**src/rtl/hazard_unit_mc.sv**
```systemverilog
// -----------------------------------------------------------------------------
// hazard_unit_mc
//   Hazard unit for the 5-stage RISC-V pipeline. It provides:
//   - operand forwarding selects for the execute stage (M and W sources),
//   - a load-use bubble (stall F/D, flush E),
//   - a multi-cycle MUL/DIV occupancy tracker. A countdown FSM holds F/D/E and
//     flushes M while a MUL or DIV is still computing, so latency is set by
//     the MUL_LAT / DIV_LAT parameters,
//   - optional stall/flush performance counters, built only when the macro
//     HAZARD_PERF_CNT_EN is defined. Otherwise the counters read as zero and
//     cnt_clr has no effect.
//
// Ports:
//   clk, rst                  clock, asynchronous active-high reset
//   rs1_D, rs2_D              decode-stage source registers
//   rs1_E, rs2_E, rd_E        execute-stage registers
//   rd_M, rd_W                memory / writeback destination registers
//   RegWrite_M, RegWrite_W    write enables in M and W
//   ResultSrc_E               result select in E (01 = load)
//   PCSrc_E                   taken branch/jump resolved in E
//   start_mult_E, start_div_E first-cycle pulse of a MUL / DIV in E
//   ForwardA_E, ForwardB_E    10 = from M, 01 = from W, 00 = register file
//   Stall_F, Stall_D, Stall_E hold pipeline registers
//   Flush_D, Flush_E, Flush_M clear pipeline registers
//   md_busy                   multi-cycle unit is in a BUSY state
//   lw_stall_cnt, md_stall_cnt, flush_cnt  performance counters
//   cnt_clr                   synchronous clear of the performance counters
// -----------------------------------------------------------------------------
module hazard_unit_mc #(
    parameter int REG_ADDR_WIDTH  = 5,
    parameter int RESULTSRC_WIDTH = 2,
    parameter int MUL_LAT         = 3,
    parameter int DIV_LAT         = 8,
    parameter int CNT_WIDTH       = 32
) (
    input  logic                       clk,
    input  logic                       rst,
    input  logic [REG_ADDR_WIDTH-1:0]  rs1_D,
    input  logic [REG_ADDR_WIDTH-1:0]  rs2_D,
    input  logic [REG_ADDR_WIDTH-1:0]  rs1_E,
    input  logic [REG_ADDR_WIDTH-1:0]  rs2_E,
    input  logic [REG_ADDR_WIDTH-1:0]  rd_E,
    input  logic [REG_ADDR_WIDTH-1:0]  rd_M,
    input  logic [REG_ADDR_WIDTH-1:0]  rd_W,
    input  logic                       RegWrite_M,
    input  logic                       RegWrite_W,
    input  logic [RESULTSRC_WIDTH-1:0] ResultSrc_E,
    input  logic                       PCSrc_E,
    input  logic                       start_mult_E,
    input  logic                       start_div_E,
    output logic [1:0]                 ForwardA_E,
    output logic [1:0]                 ForwardB_E,
    output logic                       Stall_F,
    output logic                       Stall_D,
    output logic                       Stall_E,
    output logic                       Flush_D,
    output logic                       Flush_E,
    output logic                       Flush_M,
    output logic                       md_busy,
    output logic [CNT_WIDTH-1:0]       lw_stall_cnt,
    output logic [CNT_WIDTH-1:0]       md_stall_cnt,
    output logic [CNT_WIDTH-1:0]       flush_cnt,
    input  logic                       cnt_clr
);

    typedef enum logic [1:0] {
        ST_IDLE     = 2'b00,
        ST_BUSY_MUL = 2'b01,
        ST_BUSY_DIV = 2'b10
    } md_state_t;

    localparam logic [REG_ADDR_WIDTH-1:0]  REG_ZERO   = {REG_ADDR_WIDTH{1'b0}};
    localparam logic [RESULTSRC_WIDTH-1:0] RS_LOAD    = {{(RESULTSRC_WIDTH-1){1'b0}}, 1'b1};
    // A latency of 1 never occupies E for extra cycles, so it never starts the FSM.
    localparam logic                       MUL_MULTI  = (MUL_LAT > 1) ? 1'b1 : 1'b0;
    localparam logic                       DIV_MULTI  = (DIV_LAT > 1) ? 1'b1 : 1'b0;
    localparam logic [7:0]                 MUL_LAT_M1 = 8'(MUL_LAT - 1);
    localparam logic [7:0]                 DIV_LAT_M1 = 8'(DIV_LAT - 1);

    md_state_t  state_r;
    logic [7:0] cnt_r;
    logic       lw_stall_s;
    logic       md_stall_s;
    logic       mul_go_s;
    logic       div_go_s;

    // Forward select for one operand: M has priority over W, x0 is never forwarded.
    function automatic logic [1:0] fwd_sel(
        input logic [REG_ADDR_WIDTH-1:0] rs,
        input logic [REG_ADDR_WIDTH-1:0] rd_m,
        input logic                      we_m,
        input logic [REG_ADDR_WIDTH-1:0] rd_w,
        input logic                      we_w
    );
        logic [1:0] sel;
        if ((rs != REG_ZERO) && we_m && (rs == rd_m)) begin
            sel = 2'b10;
        end else if ((rs != REG_ZERO) && we_w && (rs == rd_w)) begin
            sel = 2'b01;
        end else begin
            sel = 2'b00;
        end
        return sel;
    endfunction

    // Operand forwarding for both execute-stage sources.
    always_comb begin
        ForwardA_E = fwd_sel(rs1_E, rd_M, RegWrite_M, rd_W, RegWrite_W);
        ForwardB_E = fwd_sel(rs2_E, rd_M, RegWrite_M, rd_W, RegWrite_W);
    end

    // Load-use detection: a load in E feeding either decode-stage source.
    always_comb begin
        lw_stall_s = (ResultSrc_E == RS_LOAD) && (rd_E != REG_ZERO) &&
                     ((rs1_D == rd_E) || (rs2_D == rd_E));
    end

    // Start acceptance and multi-cycle stall; starts only count while IDLE, MUL beats DIV.
    always_comb begin
        mul_go_s   = 1'b0;
        div_go_s   = 1'b0;
        md_stall_s = 1'b0;
        case (state_r)
            ST_IDLE: begin
                mul_go_s   = start_mult_E & MUL_MULTI;
                div_go_s   = start_div_E & ~start_mult_E & DIV_MULTI;
                md_stall_s = mul_go_s | div_go_s;
            end
            ST_BUSY_MUL, ST_BUSY_DIV: begin
                // The last occupied cycle (cnt == 1) releases the pipeline.
                md_stall_s = (cnt_r > 8'd1);
            end
            default: begin
                md_stall_s = 1'b0;
            end
        endcase
    end

    // Countdown FSM tracking how long the current MUL/DIV still occupies E.
    always_ff @(posedge clk or posedge rst) begin
        if (rst) begin
            state_r <= ST_IDLE;
            cnt_r   <= 8'd0;
        end else begin
            case (state_r)
                ST_IDLE: begin
                    if (mul_go_s) begin
                        state_r <= ST_BUSY_MUL;
                        cnt_r   <= MUL_LAT_M1;
                    end else if (div_go_s) begin
                        state_r <= ST_BUSY_DIV;
                        cnt_r   <= DIV_LAT_M1;
                    end else begin
                        state_r <= ST_IDLE;
                        cnt_r   <= cnt_r;
                    end
                end
                ST_BUSY_MUL, ST_BUSY_DIV: begin
                    cnt_r <= cnt_r - 8'd1;
                    // <= rather than == so a corrupted zero count cannot lock the FSM.
                    if (cnt_r <= 8'd1) begin
                        state_r <= ST_IDLE;
                    end else begin
                        state_r <= state_r;
                    end
                end
                default: begin
                    state_r <= ST_IDLE;
                    cnt_r   <= 8'd0;
                end
            endcase
        end
    end

    // Combined pipeline controls; a held E stage is never flushed by a load-use.
    always_comb begin
        Stall_F = lw_stall_s | md_stall_s;
        Stall_D = lw_stall_s | md_stall_s;
        Stall_E = md_stall_s;
        Flush_D = PCSrc_E;
        Flush_E = PCSrc_E | (lw_stall_s & ~md_stall_s);
        Flush_M = md_stall_s;
        md_busy = (state_r != ST_IDLE);
    end

`ifdef HAZARD_PERF_CNT_EN
    localparam logic [CNT_WIDTH-1:0] CNT_MAX = {CNT_WIDTH{1'b1}};
    localparam logic [CNT_WIDTH-1:0] CNT_ONE = {{(CNT_WIDTH-1){1'b0}}, 1'b1};

    logic [CNT_WIDTH-1:0] lw_cnt_r;
    logic [CNT_WIDTH-1:0] md_cnt_r;
    logic [CNT_WIDTH-1:0] fl_cnt_r;

    // Saturating event counters; cnt_clr wins over any increment.
    always_ff @(posedge clk or posedge rst) begin
        if (rst) begin
            lw_cnt_r <= {CNT_WIDTH{1'b0}};
            md_cnt_r <= {CNT_WIDTH{1'b0}};
            fl_cnt_r <= {CNT_WIDTH{1'b0}};
        end else if (cnt_clr) begin
            lw_cnt_r <= {CNT_WIDTH{1'b0}};
            md_cnt_r <= {CNT_WIDTH{1'b0}};
            fl_cnt_r <= {CNT_WIDTH{1'b0}};
        end else begin
            if (lw_stall_s && !md_stall_s && (lw_cnt_r != CNT_MAX)) begin
                lw_cnt_r <= lw_cnt_r + CNT_ONE;
            end
            if (md_stall_s && (md_cnt_r != CNT_MAX)) begin
                md_cnt_r <= md_cnt_r + CNT_ONE;
            end
            if (PCSrc_E && (fl_cnt_r != CNT_MAX)) begin
                fl_cnt_r <= fl_cnt_r + CNT_ONE;
            end
        end
    end

    assign lw_stall_cnt = lw_cnt_r;
    assign md_stall_cnt = md_cnt_r;
    assign flush_cnt    = fl_cnt_r;
`else
    // Counters not built: outputs read as zero and the clear input is a no-op.
    logic unused_cnt_clr_s;
    assign unused_cnt_clr_s = cnt_clr;
    assign lw_stall_cnt     = {CNT_WIDTH{1'b0}};
    assign md_stall_cnt     = {CNT_WIDTH{1'b0}};
    assign flush_cnt        = {CNT_WIDTH{1'b0}};
`endif

endmodule

```
**config.mk**
```make
export PLATFORM = sky130hd
export DESIGN_NAME = hazard_unit_mc
export DESIGN_NICKNAME = d
export VERILOG_FILES = /design/src/rtl/hazard_unit_mc.sv
export SDC_FILE = /design/constraint.sdc
export NUM_CORES = 1
export LEC_CHECK = 0
export CAP_MARGIN = 40
export CORE_UTILIZATION = 30
export CTS_CLUSTER_DIAMETER = 30
export DETAILED_ROUTE_END_ITERATION = 10
export PLACE_DENSITY = 0.92
export SLEW_MARGIN = 20
export SYNTH_ARGS = -nofsm -noshare
export SYNTH_HDL_FRONTEND = slang
export SYNTH_SLANG_ARGS = --single-unit
export TNS_END_PERCENT = 50
```
**constraint.sdc**
```tcl
create_clock -name clk -period 2.24 [get_ports clk]
set_clock_uncertainty 0.2 [all_clocks]
set_input_delay 0.336 -clock clk [delete_from_list [all_inputs] [get_ports clk]]
set_output_delay 0.336 -clock clk [all_outputs]
set_load 0.02 [all_outputs]
```
After elaboration in Yosys (flattened, before gate mapping)

Index checks and enable logic that the tools add are counted.

$add $sub $neg: 1
Order comparisons: 2
Eq/ne operators: 11
Mux-type cells: 14
Bitwise operators: 7
Reductions and logical operators: 17

Operator list:

| operator                                                       | count |
|---|---|
| equality test 5 bit                                            | 6 |
| two-way mux 8 bit                                              | 2 |
| one-hot mux 8 bit (2 select lines)                             | 1 |
| nonzero test 5 bit                                             | 3 |
| logical AND 1 bit                                              | 10 |
| two-way mux 2 bit                                              | 5 |
| greater-than comparator 8 x 1 -> 1 bit (second input constant) | 1 |
| <= comparator 8 x 1 -> 1 bit (second input constant)           | 1 |
| subtractor 8 x 1 -> 8 bit (second input constant)              | 1 |
| equality test 2 x 1 -> 1 bit (second input constant)           | 2 |
| two-way mux 1 bit                                              | 4 |
| one-hot mux 2 bit (2 select lines)                             | 1 |
| inequality test 3 bit (second input constant)                  | 1 |
| bitwise OR 1 bit                                               | 3 |
| bitwise AND 1 bit                                              | 2 |
| equality test 2 bit (second input constant)                    | 1 |
| logical NOT 2 bit                                              | 1 |
| inequality test 2 bit (second input constant)                  | 1 |
| NOT 1 bit                                                      | 2 |
| one-hot mux 1 bit (2 select lines)                             | 1 |
| nonzero test 2 bit                                             | 1 |
| OR reduction 2 bit                                             | 1 |
| logical OR 1 bit                                               | 1 |

Bits in registers: 10
Input port bits: 45
Output and inout bits: 107
Logic and storage cells: 54

Logic depth before layout (Yosys ltp)

Gate-level depths: netlist (run 1).

Depth in word-level cells: 7
Gate-level depth with buffers: 7
Depth with buffers taken out: 6

Least setup slack after synthesis (run 1)

OpenSTA, ideal clock, no wires.

Path kind: reg-to-output
From: register cnt_r[4]
To: output Flush_E
Arrival: 2.128 ns
Required time: 1.704 ns
Path slack: -0.424 ns
Stages on the path, launching flop included: 5
Buffers on the path: 0
Path through: dfrtp_1 -> or4_4 -> o41ai_4 -> a21oi_2 -> o31ai_1

Cells in the longest elaborated chain, start to end: 5

Ends and longest elaborated chain:

| item                                   | line | source |
|---|---|---|
| start: declaration                     | 81   | `logic [7:0] cnt_r;` |
| start signal: assignment               | 155  | `cnt_r <= cnt_r;` |
| start signal: assignment               | 159  | `cnt_r <= cnt_r - 8'd1;` |
| greater-than comparator 8 x 1 -> 1 bit | 131  | `md_stall_s = (cnt_r > 8'd1);` |
| one-hot mux 1 bit (2 select lines)     | 123  | `case (state_r)` |
| net Flush_M                            | 58   | `output logic Flush_M,` |
| NOT 1 bit                              | 181  | `Flush_E = PCSrc_E \| (lw_stall_s & ~md_stall_s);` |
| bitwise AND 1 bit                      | 181  |  |
| bitwise OR 1 bit                       | 181  |  |
| end: declaration                       | 57   | `output logic Flush_E,` |

The timed path passes the listed nets, and every way through them passes these cells.

Final worst setup path (run 1)

From: register cnt_r[3]
To: output Stall_F

Cells in the longest elaborated chain, start to end: 3

Ends and longest elaborated chain:

| item                                   | line | source |
|---|---|---|
| greater-than comparator 8 x 1 -> 1 bit | 131  |  |
| one-hot mux 1 bit (2 select lines)     | 123  |  |
| bitwise OR 1 bit                       | 177  | `Stall_F = lw_stall_s \| md_stall_s;` |
| end: declaration                       | 53   | `output logic Stall_F,` |

Every way passes these cells.

==> impl_metrics.toml, run 1 <==
[outcome]
violations = "negative setup slack"
status = "finished, violations left"

[die]
die_w_um = 79.0
top_level_ports = 152
core_area_um2 = 5610
die_y_um = 79.0
dieArea_um2 = 6250
rows = 27
start_util = 0.317

[power]
ir_drop_v = 0.000695
p_int_w = 0.00103
combPwrFrac = 0.730
switching_share = 0.453
p_leak_nw = 1.18
power_frac_seq = 0.150
power_density_nw_per_um2 = 786
switching_power_w = 0.000851
clock_power_share = 0.120

[cts]
cts-htree-levels = 1
cts_num_sinks = 10
cts_tree = "yes"
clk_latency_ns = 0.23
clockRootBuffer = "clkbuf_8"
clk_pin_slew_ns = 0.05
clk_path_buf_depth = 2
hold_buffers = 0
cts_made_buffers = 3

[yosys]
syn_inst = 225
async_flop_share = 1.00
synth_cell_types = 29
synth_top_area_share = 0.417
yosysTopAreaCell = "buf_4"
synth-main-ff-cell = "dfrtp_1"
synth_edf_count = 0
synth.top_cells.by_count = "99 x buf_4, 21 x xnor2_1, 15 x nor2_1, 14 x xor2_1, 10 x dfrtp_1"
yosysWarnings = 0
synth_area_leaders = "buf_4 42%, dfrtp_1 14%, xnor2_1 10%"
ys_seq_area_frac = 0.141
yosysMostFrequentCell = "buf_4"
syn_area_per_cell_um2 = 7.91
synth_area_um2 = 1780
ys_ff_latch = 10

[worst_setup_path]
rr_endpoint = "cnt_r[6]"
worst-path-max-fanout = 3
cp-end-kind = "primary output"
worstSetupPathType = "reg -> out"
timing.rr.start = "state_r[0]"
cp.arrival_ns = 1.98
r2r_setup_slack_ns = 0.23
reg2reg_depth = 8
critPathRequiredTime_ns = 1.70
start_kind = "flop"

[cells_and_area]
multi_input_area_um2 = 1220
regArea_um2 = 250
drive_above_1_share = 0.202
syn_to_final_growth_pct = 34.3
fill_cells = 568
final_cell_area_um2 = 2390
final_cells = 379
diodes = 0
final_nets = 357

[grt]
grt_pass1_vias = 1281
grt_max_degree = 12
gr-usage-all-layers = 0.107
gr-total-overflow = 0
antenna_found_initial = 0
grt_pass1_wl_um = 5350

[routing]
drt_wl_total_um = 3710
viasPerCell = 3.77
post_drt_wl_per_cell_um = 9.80
ant_nets = 0
drtIter0Drc = 24
drc = 0
vias = 1430
drt_pass1_iterations = 4

[sta]
final-hold-violation-count = 0
fin_crit_sh = 1.12
setup_slack_ns = -0.277
fin_crit_ns = 2.52
rsz0062_at_grt = "yes"
setup_viol = 6
drv_slew = 0
fmax_mhz = 397

[place]
portBuffers = 54
gp_congestion = 0.851
placed_cell_area_um2 = 2270
placedCellCount = 373
hpwl_um = 3120

[min_path]
worstHoldPathType = "in -> async"

[run]
drv_cap = 0
==> worst max-delay path, stage by stage, from the launching register on <==
cell,delay (ns)
dfrtp_1,0.38
or4_4,0.57
o41ai_4,0.31
a21oi_4,0.13
o21bai_4,0.20
buf_6,0.15
==> layout by cell type, fill, tap and decap left out, drive strengths merged, types with 5 or more instances in the layout <==
master / n
buf: 41
nand2: 6
xnor2: 21
inv: 8
nor2: 15
xor2: 14
clkbuf: 5
dlygate4sd2: 6
clkdlybuf4s50: 31
conb: 96
dfrtp: 10
o21ai: 9
nor4: 5
==> repair_timing <==
action	4_1_cts	5_1_grt
setup endpoints to repair	9	9
setup buffers	2	0
hold endpoints to repair	0	0
resized for setup	74	10
pin swaps	9	6
gates cloned	0	0
==> sequential cells by signal, indices dropped and copies added, names as in the netlist <==
signal   count
cnt_r        8
state_r      2
==> power by group through the flow <==
stage | Sequential, W | Combinational, W | Clock [W]
floorplan | 0.000281 | 0.00102 | 0
global placement | 0.000278 | 0.00135 | 0
detailed placement | 0.000285 | 0.00138 | 0
CTS | 0.000283 | 0.00137 | 0.000229
global route | 0.000289 | 0.00150 | 0.000236
finish | 0.000282 | 0.00137 | 0.000226
==> worst max path at each step <==
| stage | cells after the start | startpoint | end | slack (ns) |
|---|---|---|---|---|
| final | 5 | cnt_r[3] | Stall_F | -0.28 |
| after global routing | 5 | cnt_r[3] | Stall_D | -0.33 |
| after CTS | 5 | cnt_r[3] | Stall_D | -0.40 |
| after detailed placement | 6 | rs2_E[2] | ForwardB_E[0] | -0.82 |
| after global placement | 6 | rs2_E[2] | ForwardB_E[0] | -0.73 |
| after floorplan | 4 | rs2_E[1] | ForwardB_E[0] | -0.14 |
==> metal layers <==
layer  GRT usage  routed length (µm)  part of all wire  vias to the layer above
li1            -                   -                 -                      698
met5           0                   0                 0                        -
met4      0.0545                  89             0.024                        0
met1      0.0992                1230              0.33                      645
met2       0.226                2180              0.59                       77
met3      0.0103                 217             0.058                       10
==> through the flow <==
| stage | TNS [ns] | total power, W | util | worst slack (ns) | hold WS, ns |
|---|---|---|---|---|---|
| floorplan | -0.337 | 0.00130 | - | -0.139 | -0.0238 |
| global placement | -4.81 | 0.00163 | 0.404 | -0.726 | 0.358 |
| detailed placement | -5.13 | 0.00166 | 0.404 | -0.819 | 0.391 |
| CTS | -2.28 | 0.00189 | 0.422 | -0.396 | 0.198 |
| global route | -1.63 | 0.00202 | 0.426 | -0.330 | 0.231 |
| finish | -1.31 | 0.00188 | 0.426 | -0.277 | 0.176 |
==> layout make-up <==
type / count / area share
multi-input combinational: 201 / 0.510
timing repair buffer: 84 / 0.312
sequential: 10 / 0.105
tap: 72 / 0.0377
clock buffer: 4 / 0.0230
inverter: 8 / 0.0126
==> cell families (layout without fill, tap and decap cells) <==
| group | after synthesis | after routing | synth area share |
|---|---|---|---|
| and+or+nand+nor | 50 | 50 | 0.155 |
| adders and majority gates | 4 | 4 | 0.0281 |
| DFF | 10 | 10 | 0.141 |
| buffers and inverters | 109 | 96 | 0.439 |
| xor gates and xnor gates | 35 | 35 | 0.172 |
| AOI/OAI and AO/OA | 16 | 16 | 0.0640 |
| other | 1 | 96 | 0.00211 |
No activity file was read; power rests on OpenSTA's default activity.
==> inputs of run 2 (changes only) <==
--- a/config.mk
+++ b/config.mk
@@ -5,10 +5,11 @@
 export SDC_FILE = /design/constraint.sdc
 export NUM_CORES = 1
 export LEC_CHECK = 0
-export CAP_MARGIN = 40
+export CAP_MARGIN = 20
 export CORE_UTILIZATION = 30
 export CTS_CLUSTER_DIAMETER = 30
 export DETAILED_ROUTE_END_ITERATION = 10
+export GPL_TIMING_DRIVEN = 1
 export PLACE_DENSITY = 0.92
 export SLEW_MARGIN = 20
 export SYNTH_ARGS = -nofsm -noshare
==> results of run 2 <==
Final layout, timing and power as in run 1 (identical DEF).
